File: src/rtl/dual_edge_pkg.sv
// dual_edge_pkg: definitions shared by the both-edge operator blocks.
//   op_e   : 2-bit operation select (AND, XOR, OR, AND-NOT)
//   op_bit : single-bit operation evaluator. Callers apply it per bit,
//            so it works for any operand width.
package dual_edge_pkg;

  typedef enum logic [1:0] {
    OP_AND  = 2'd0,
    OP_XOR  = 2'd1,
    OP_OR   = 2'd2,
    OP_ANDN = 2'd3
  } op_e;

  function automatic logic op_bit(input op_e op, input logic x, input logic y);
    logic r;
    r = 1'b0;
    case (op)
      OP_AND:  r = x & y;
      OP_XOR:  r = x ^ y;
      OP_OR:   r = x | y;
      OP_ANDN: r = x & ~y;
      default: r = 1'b0;
    endcase
    return r;
  endfunction

endpackage

File: src/rtl/de_sync_fifo.sv
// de_sync_fifo: posedge-only synchronous FIFO with asynchronous active-high reset.
//   clk   : clock (rising edge)
//   rst   : async active-high reset; clears pointers, count and storage
//   push  : write din at tail (ignored when full)
//   din   : write data
//   pop   : advance head (ignored when empty)
//   count : current occupancy, 0..DEPTH
//   head  : entry at the read pointer (zero after reset)
module de_sync_fifo #(
  parameter int WIDTH = 8,
  parameter int DEPTH = 4
) (
  input  logic                       clk,
  input  logic                       rst,
  input  logic                       push,
  input  logic [WIDTH-1:0]           din,
  input  logic                       pop,
  output logic [$clog2(DEPTH):0]     count,
  output logic [WIDTH-1:0]           head
);

  localparam int AW = $clog2(DEPTH);
  localparam logic [AW:0] FULL = (AW+1)'(DEPTH);

  logic [WIDTH-1:0] mem [DEPTH];
  logic [AW-1:0]    wptr;
  logic [AW-1:0]    rptr;
  logic             push_ok;
  logic             pop_ok;

  assign pop_ok  = pop && (count != '0);
  assign push_ok = push && (count != FULL);
  assign head    = mem[rptr];

  always_ff @(posedge clk or posedge rst) begin
    if (rst) begin
      wptr  <= '0;
      rptr  <= '0;
      count <= '0;
      for (int unsigned i = 0; i < DEPTH; i++) mem[i] <= '0;
    end else begin
      if (push_ok) begin
        mem[wptr] <= din;
        wptr      <= wptr + 1'b1;
      end
      if (pop_ok) rptr <= rptr + 1'b1;
      case ({push_ok, pop_ok})
        2'b10:   count <= count + 1'b1;
        2'b01:   count <= count - 1'b1;
        default: count <= count;
      endcase
    end
  end

endmodule

File: src/rtl/dual_edge_op_fifo.sv
// dual_edge_op_fifo: operands are captured and combined on the falling edge of
// clk; results are committed on the rising edge into a DEPTH-entry FIFO.
//   clk       : single clock, both edges used
//   rst       : async active-high reset (clears negedge and posedge state)
//   in_valid  : operand offer, sampled at negedge
//   in_ready  : FIFO not full; accept at next negedge
//   a, b, op  : operands and op select (0 and, 1 xor, 2 or, 3 and-not)
//   out_valid : FIFO non-empty
//   out_ready : consumer pop, sampled at posedge
//   f         : FIFO head result
//   xfer_cnt  : 16-bit wrapping commit counter (only with DUAL_EDGE_OP_FIFO_STATS_EN)
module dual_edge_op_fifo
  import dual_edge_pkg::*;
#(
  parameter int WIDTH = 8,
  parameter int DEPTH = 4
) (
  input  logic             clk,
  input  logic             rst,
  input  logic             in_valid,
  output logic             in_ready,
  input  logic [WIDTH-1:0] a,
  input  logic [WIDTH-1:0] b,
  input  logic [1:0]       op,
  output logic             out_valid,
  input  logic             out_ready,
  output logic [WIDTH-1:0] f
`ifdef DUAL_EDGE_OP_FIFO_STATS_EN
  ,
  output logic [15:0]      xfer_cnt
`endif
);

  localparam int AW = $clog2(DEPTH);
  localparam logic [AW:0] FULL = (AW+1)'(DEPTH);

  logic [AW:0]      count;
  logic [WIDTH-1:0] res;
  logic [WIDTH-1:0] t;
  logic             cap_tog;
  logic             com_tog;
  logic             sv;

  always_comb begin
    res = '0;
    for (int unsigned i = 0; i < WIDTH; i++) res[i] = op_bit(op_e'(op), a[i], b[i]);
  end

  assign in_ready  = (count != FULL);
  assign out_valid = (count != '0);

  // Stage-valid is set on negedge and cleared on posedge. To keep each flop on
  // a single edge, each side toggles its own bit and sv is their difference.
  assign sv = cap_tog ^ com_tog;

  always_ff @(negedge clk or posedge rst) begin
    if (rst) begin
      t       <= '0;
      cap_tog <= 1'b0;
    end else if (in_valid && in_ready) begin
      t       <= res;
      cap_tog <= ~cap_tog;
    end
  end

  always_ff @(posedge clk or posedge rst) begin
    if (rst)     com_tog <= 1'b0;
    else if (sv) com_tog <= ~com_tog;
  end

  de_sync_fifo #(.WIDTH(WIDTH), .DEPTH(DEPTH)) u_fifo (
    .clk   (clk),
    .rst   (rst),
    .push  (sv),
    .din   (t),
    .pop   (out_ready),
    .count (count),
    .head  (f)
  );

`ifdef DUAL_EDGE_OP_FIFO_STATS_EN
  always_ff @(posedge clk or posedge rst) begin
    if (rst)     xfer_cnt <= '0;
    else if (sv) xfer_cnt <= xfer_cnt + 16'd1;
  end
`endif

endmodule

File: config.mk
export PLATFORM = sky130hd
export DESIGN_NAME = dual_edge_op_fifo
export DESIGN_NICKNAME = d
export VERILOG_FILES = /design/src/rtl/dual_edge_pkg.sv /design/src/rtl/de_sync_fifo.sv /design/src/rtl/dual_edge_op_fifo.sv
export SDC_FILE = /design/constraint.sdc
export NUM_CORES = 1
export LEC_CHECK = 0
export BUFFER_PORTS_ARGS = -buffer_cell sky130_fd_sc_hd__buf_2
export CORE_MARGIN = 8
export CORE_UTILIZATION = 44
export CTS_CLUSTER_SIZE = 10
export DETAILED_ROUTE_END_ITERATION = 8
export HOLD_SLACK_MARGIN = 0.06
export SETUP_SLACK_MARGIN = 0.15
export SLEW_MARGIN = 25
export SYNTH_ARGS = -nofsm -noshare
export SYNTH_HDL_FRONTEND = slang
export SYNTH_SLANG_ARGS = --single-unit
export TNS_END_PERCENT = 10
File: constraint.sdc
create_clock -name clk -period 3.12 [get_ports clk]
set_input_delay 0.156 -clock clk [delete_from_list [all_inputs] [get_ports clk]]
set_output_delay 0.156 -clock clk [all_outputs]
set_load 0.01 [all_outputs]
Word-level counts from Yosys, hierarchy flattened
Cells that the tools add are included.
- register bits: 49
- bits in latches: 0
- RAM bits: 0
- bits in read-only memories: 0
- input port bits: 22
- word-level logic and storage cells: 90
- memories kept: 0
- $add $sub $neg: 4
- $mul: 0
- div/mod/pow operators: 0
- order comparisons: 3
- equal/unequal tests: 6
- shift operators: 0
- muxes and demuxes: 15
- bitwise logic cells: 45
- reduce and logical (&&, ||, !) cells: 7
- operators with widths (operator ; number):
    $bwmux W32 ; 1
    $pmux W1 S4 ; 8
    $mux W8 ; 3
    $and A1 B1 Y1 ; 16
    $bmux W8 S2 ; 1
    $demux W8 S2 ; 1
    $not A1 Y1 ; 10
    $xor A1 B1 Y1 ; 9
    $or A1 B1 Y1 ; 8
    $eq A2 B2 Y1 const B ; 3
    $ge A3 B3 Y1 const B ; 2
    $not A2 Y3 ; 2
    $pmux W3 S2 ; 1
    $add A2 B1 Y2 const B ; 2
    $eq A2 B1 Y1 const B ; 2
    $logic_and A1 B1 Y1 ; 4
    $add A3 B1 Y3 const B ; 1
    $lt A3 B1 Y1 const B ; 1
    $ne A3 B3 Y1 const B ; 1
    $reduce_bool A3 Y1 ; 1
    $sub A3 B1 Y3 const B ; 1
    $logic_not A2 Y1 ; 1
    $reduce_bool A2 Y1 ; 1

Logic depth before layout (Yosys ltp)
- depth in word-level cells: 6
- gate-level depth with buffers: 10
- depth with buffers taken out: 10

Hierarchy
From an unflattened synthesis, not the netlist that was laid out.
- cell total of the unflattened synthesis: 215
- area total of the unflattened synthesis: 2663.8 um^2
- modules (own cells, without submodules) (module ; instances ; cells an instance ; area an instance (um^2) ; sequential area each (um^2)):
    de_sync_fifo ; 1 ; 114 ; 1783.0 ; 975.9
    dual_edge_op_fifo ; 1 ; 101 ; 880.8 ; 250.2

==> results_dict.tcl <==
set metrics [dict create \
    grt_overflow 0 \
    hold_path_class "input port to register" \
    place_congestion 0.6844 \
    syn-num-nets 250 \
    avgSynthCellArea_um2 12.80 \
    critPathCaptureType "register" \
    clkPwrFrac_pct 12.8 \
    status "finished, violations left" \
    grt_usage_pct 12.89 \
    synth_cell_type_count 30 \
    ys_seq_area_share_pct 45.39 \
    postRouteAntennaNets 0 \
    p_sw_share_pct 36.05 \
    p_int_mw 1.942 \
    pin_count 32 \
    viasPerCell 5.089 \
    cts_tree "yes" \
    regArea_mm2 0.001226 \
    core_mm2 0.005921 \
    violations "setup timing" \
    cts.reportedPaths.clkPinSlew_ps 90 \
    max-clock-path-buffers 2 \
    powerDensity_mw_per_mm2 980.1 \
    synthesis.area_mm2 0.002701 \
    vdd_ir_drop_max_uv 389.5 \
    wl_per_cell_um 15.34 \
    startpoint_type "register" \
    dieArea_mm2 0.008903 \
    layout.nets 290 \
    ys.warnings.count 0 \
    grt_pass1_vias 1871 \
    root_buffer "clkbuf_8" \
    seqPwrFrac_pct 39.8 \
    numCtsBuffers 5 \
    crit_slowest_cell "dfrtn_1" \
    fin_skew_ps 11.85 \
    slowest_delay_ps 500 \
    start_util_pct 45.63 \
    drc 0 \
    drt_iter0_markers 49 \
    final_cell_mix "40 x dfrtp_1, 31 x inv_1, 31 x buf_2" \
    antenna_found_initial 0 \
    path_class "register to register" \
    multiInputGateArea_mm2 0.001325 \
    die_x_um 94.36 \
    synthCells 211 \
    vias 1664 \
    die_h_um 94.36 \
    p_sw_mw 1.095 \
    nFillCells 532 \
    ys_ff_latch 49 \
    required_ps 3330 \
    combPwrFrac_pct 47.4 \
    max-slew-margin-rel_pct 63.49 \
    dpl.hpwl_mm 3.812 \
    p_leak_nw 1.512 \
    grt_max_degree 35 \
    crit_fanout 2 \
    grt_pass1_wl_mm 9.114 \
    slew_viol_final 0 \
    firstDrtPassIters 4 \
    rows 28 \
    ctsResizeCount 0 \
    synthToLayoutAreaGrowth_pct 14.68 \
    place_ws_ps -291.0 \
    final_hold_viol_count 0 \
    worstPathArrival_ps 3540 \
    finalSetupViolations 2 \
    drt-total-wl_mm 5.017 \
    clock_sinks 49 \
    drv_cap 0 \
    setup_ws_ps -209.0 \
    worst_pin_slew_ps 547.7 \
    layout_commonest_cell "dfrtp_1" \
    power_mw 3.036 \
    ctsHtreeMaxLevel 2 \
    path_cells "xor2_4 -> and2_4 -> inv_2 -> ha_4 -> inv_2 -> fa_2 -> xor2_1 -> nor2_1 -> xor2_1" \
    clock_latency_ps 300 \
    diodes 0 \
    portBuffers 31 \
    drive_gt1_share_pct 39.29 \
    rsz0062_at_grt "yes" \
]
-- synth_stat cells, drive strengths merged --
library cell,instances,share of area (%)
nor3b,1,0.69
buf,5,0.83
or3,1,0.23
xor2,12,4.6
dfrtn,9,8.3
mux4,8,6.7
xnor2,4,1.3
nand3,5,2.8
o31a,1,0.32
nand2,3,0.51
inv,35,4.9
ha,16,7.4
nor2,1,0.14
dlygate4sd1,1,0.32
o31ai,8,2.2
a21boi,8,2.2
fa,1,0.74
mux2,32,14
clkbuf,1,0.14
dfrtp,40,37
and2,1,0.28
o21ai,10,1.9
a221oi,8,2.6
-- power groups by stage --
stage / combinational (mW) / sequential [mW] / clock (mW)
6_report: 1.44 / 1.21 / 0.387
4_1_cts: 1.46 / 1.21 / 0.402
2_1_floorplan: 1.16 / 1.09 / 0
5_1_grt: 1.60 / 1.26 / 0.436
3_5_place_dp: 1.46 / 1.23 / 0
3_3_place_gp: 1.41 / 1.21 / 0
-- cell families after synthesis --
| logic type | count (synthesis) | share of synthesized area, % |
|---|---|---|
| adders and majority gates | 17 | 8.152 |
| muxes | 40 | 20.56 |
| DFF | 49 | 45.39 |
| and+or+nand+nor | 12 | 4.632 |
| buffers and inverters | 42 | 6.160 |
| AOI/OAI and AO/OA | 35 | 9.218 |
| xor gates and xnor gates | 16 | 5.882 |
-- timing repair --
item,CTS,global route
setup buffers,0,1
endpoints found under the setup margin,34,34
endpoints found under the hold margin,6,0
hold buffers,1,0
pin swaps,4,0
-- metal layers --
layer,track usage (%),share of wire [%]
met2,20.97,48
met5,0,0
met3,3.413,4.4
met4,3.831,0.82
met1,16.41,47
-- path summary, 6_finish.rpt --
| check | from | to | slack [ps] | cells past startpoint |
|---|---|---|---|---|
| hold reg to reg | u_fifo.mem[18]$_DFFE_PP0P_ | u_fifo.mem[18]$_DFFE_PP0P_ | 510 | 1 |
| setup reg to reg | cap_tog$_DFFE_NP0P_ | u_fifo.count[2]$_DFFE_PP0P_ | -210 | 9 |
| min in group asynchronous | rst | u_fifo.count[0]$_DFFE_PP0P_ | 370 | 3 |
| max in group asynchronous | rst | t[2]$_DFFE_NP0P_ | 1010 | 3 |
| hold / removal | out_ready | u_fifo.rptr[0]$_DFFE_PP0P_ | 300 | 3 |
| setup / recovery | cap_tog$_DFFE_NP0P_ | u_fifo.count[2]$_DFFE_PP0P_ | -210 | 9 |
-- metrics by stage --
step	area (um2)	TNS (ps)	utilization [%]	hold slack [ps]	std cells
finish	3098	-312.2	52.32	301.7	327
global route	3098	-532.0	52.32	305.2	327
CTS	3090	-359.6	52.20	299.5	326
detailed placement	2984	-430.4	50.40	149.8	317
global placement	2984	-280.6	50.40	140.4	317
floorplan	2718	-706.9	-	459.5	211
-- sequential cells by signal, summed over array words and instances, names as in the netlist --
name	flops
u_fifo.mem	32
t	8
u_fifo.count	3
u_fifo.rptr	2
u_fifo.wptr	2
cap_tog	1
com_tog	1
-- worst max-delay path: cells and delay by family, from the launching register on --
kind	cells	cell delay, ps
flip-flops	1	500
adder cells (fa/ha/maj)	2	450
XOR/XNOR	3	380
AND/OR/NAND/NOR	2	260
buffers and inverters	2	80
-- layout make-up --
| cell class | instances | area share (%) |
|---|---|---|
| inverter | 35 | 4.241 |
| clock inverter | 2 | 0.4443 |
| clock buffer | 6 | 2.666 |
| sequential | 49 | 39.58 |
| multi-input combinational | 120 | 42.77 |
| tap | 75 | 3.029 |
| timing repair buffer | 40 | 7.270 |
Note: power is estimated with default switching activity, not from simulation.
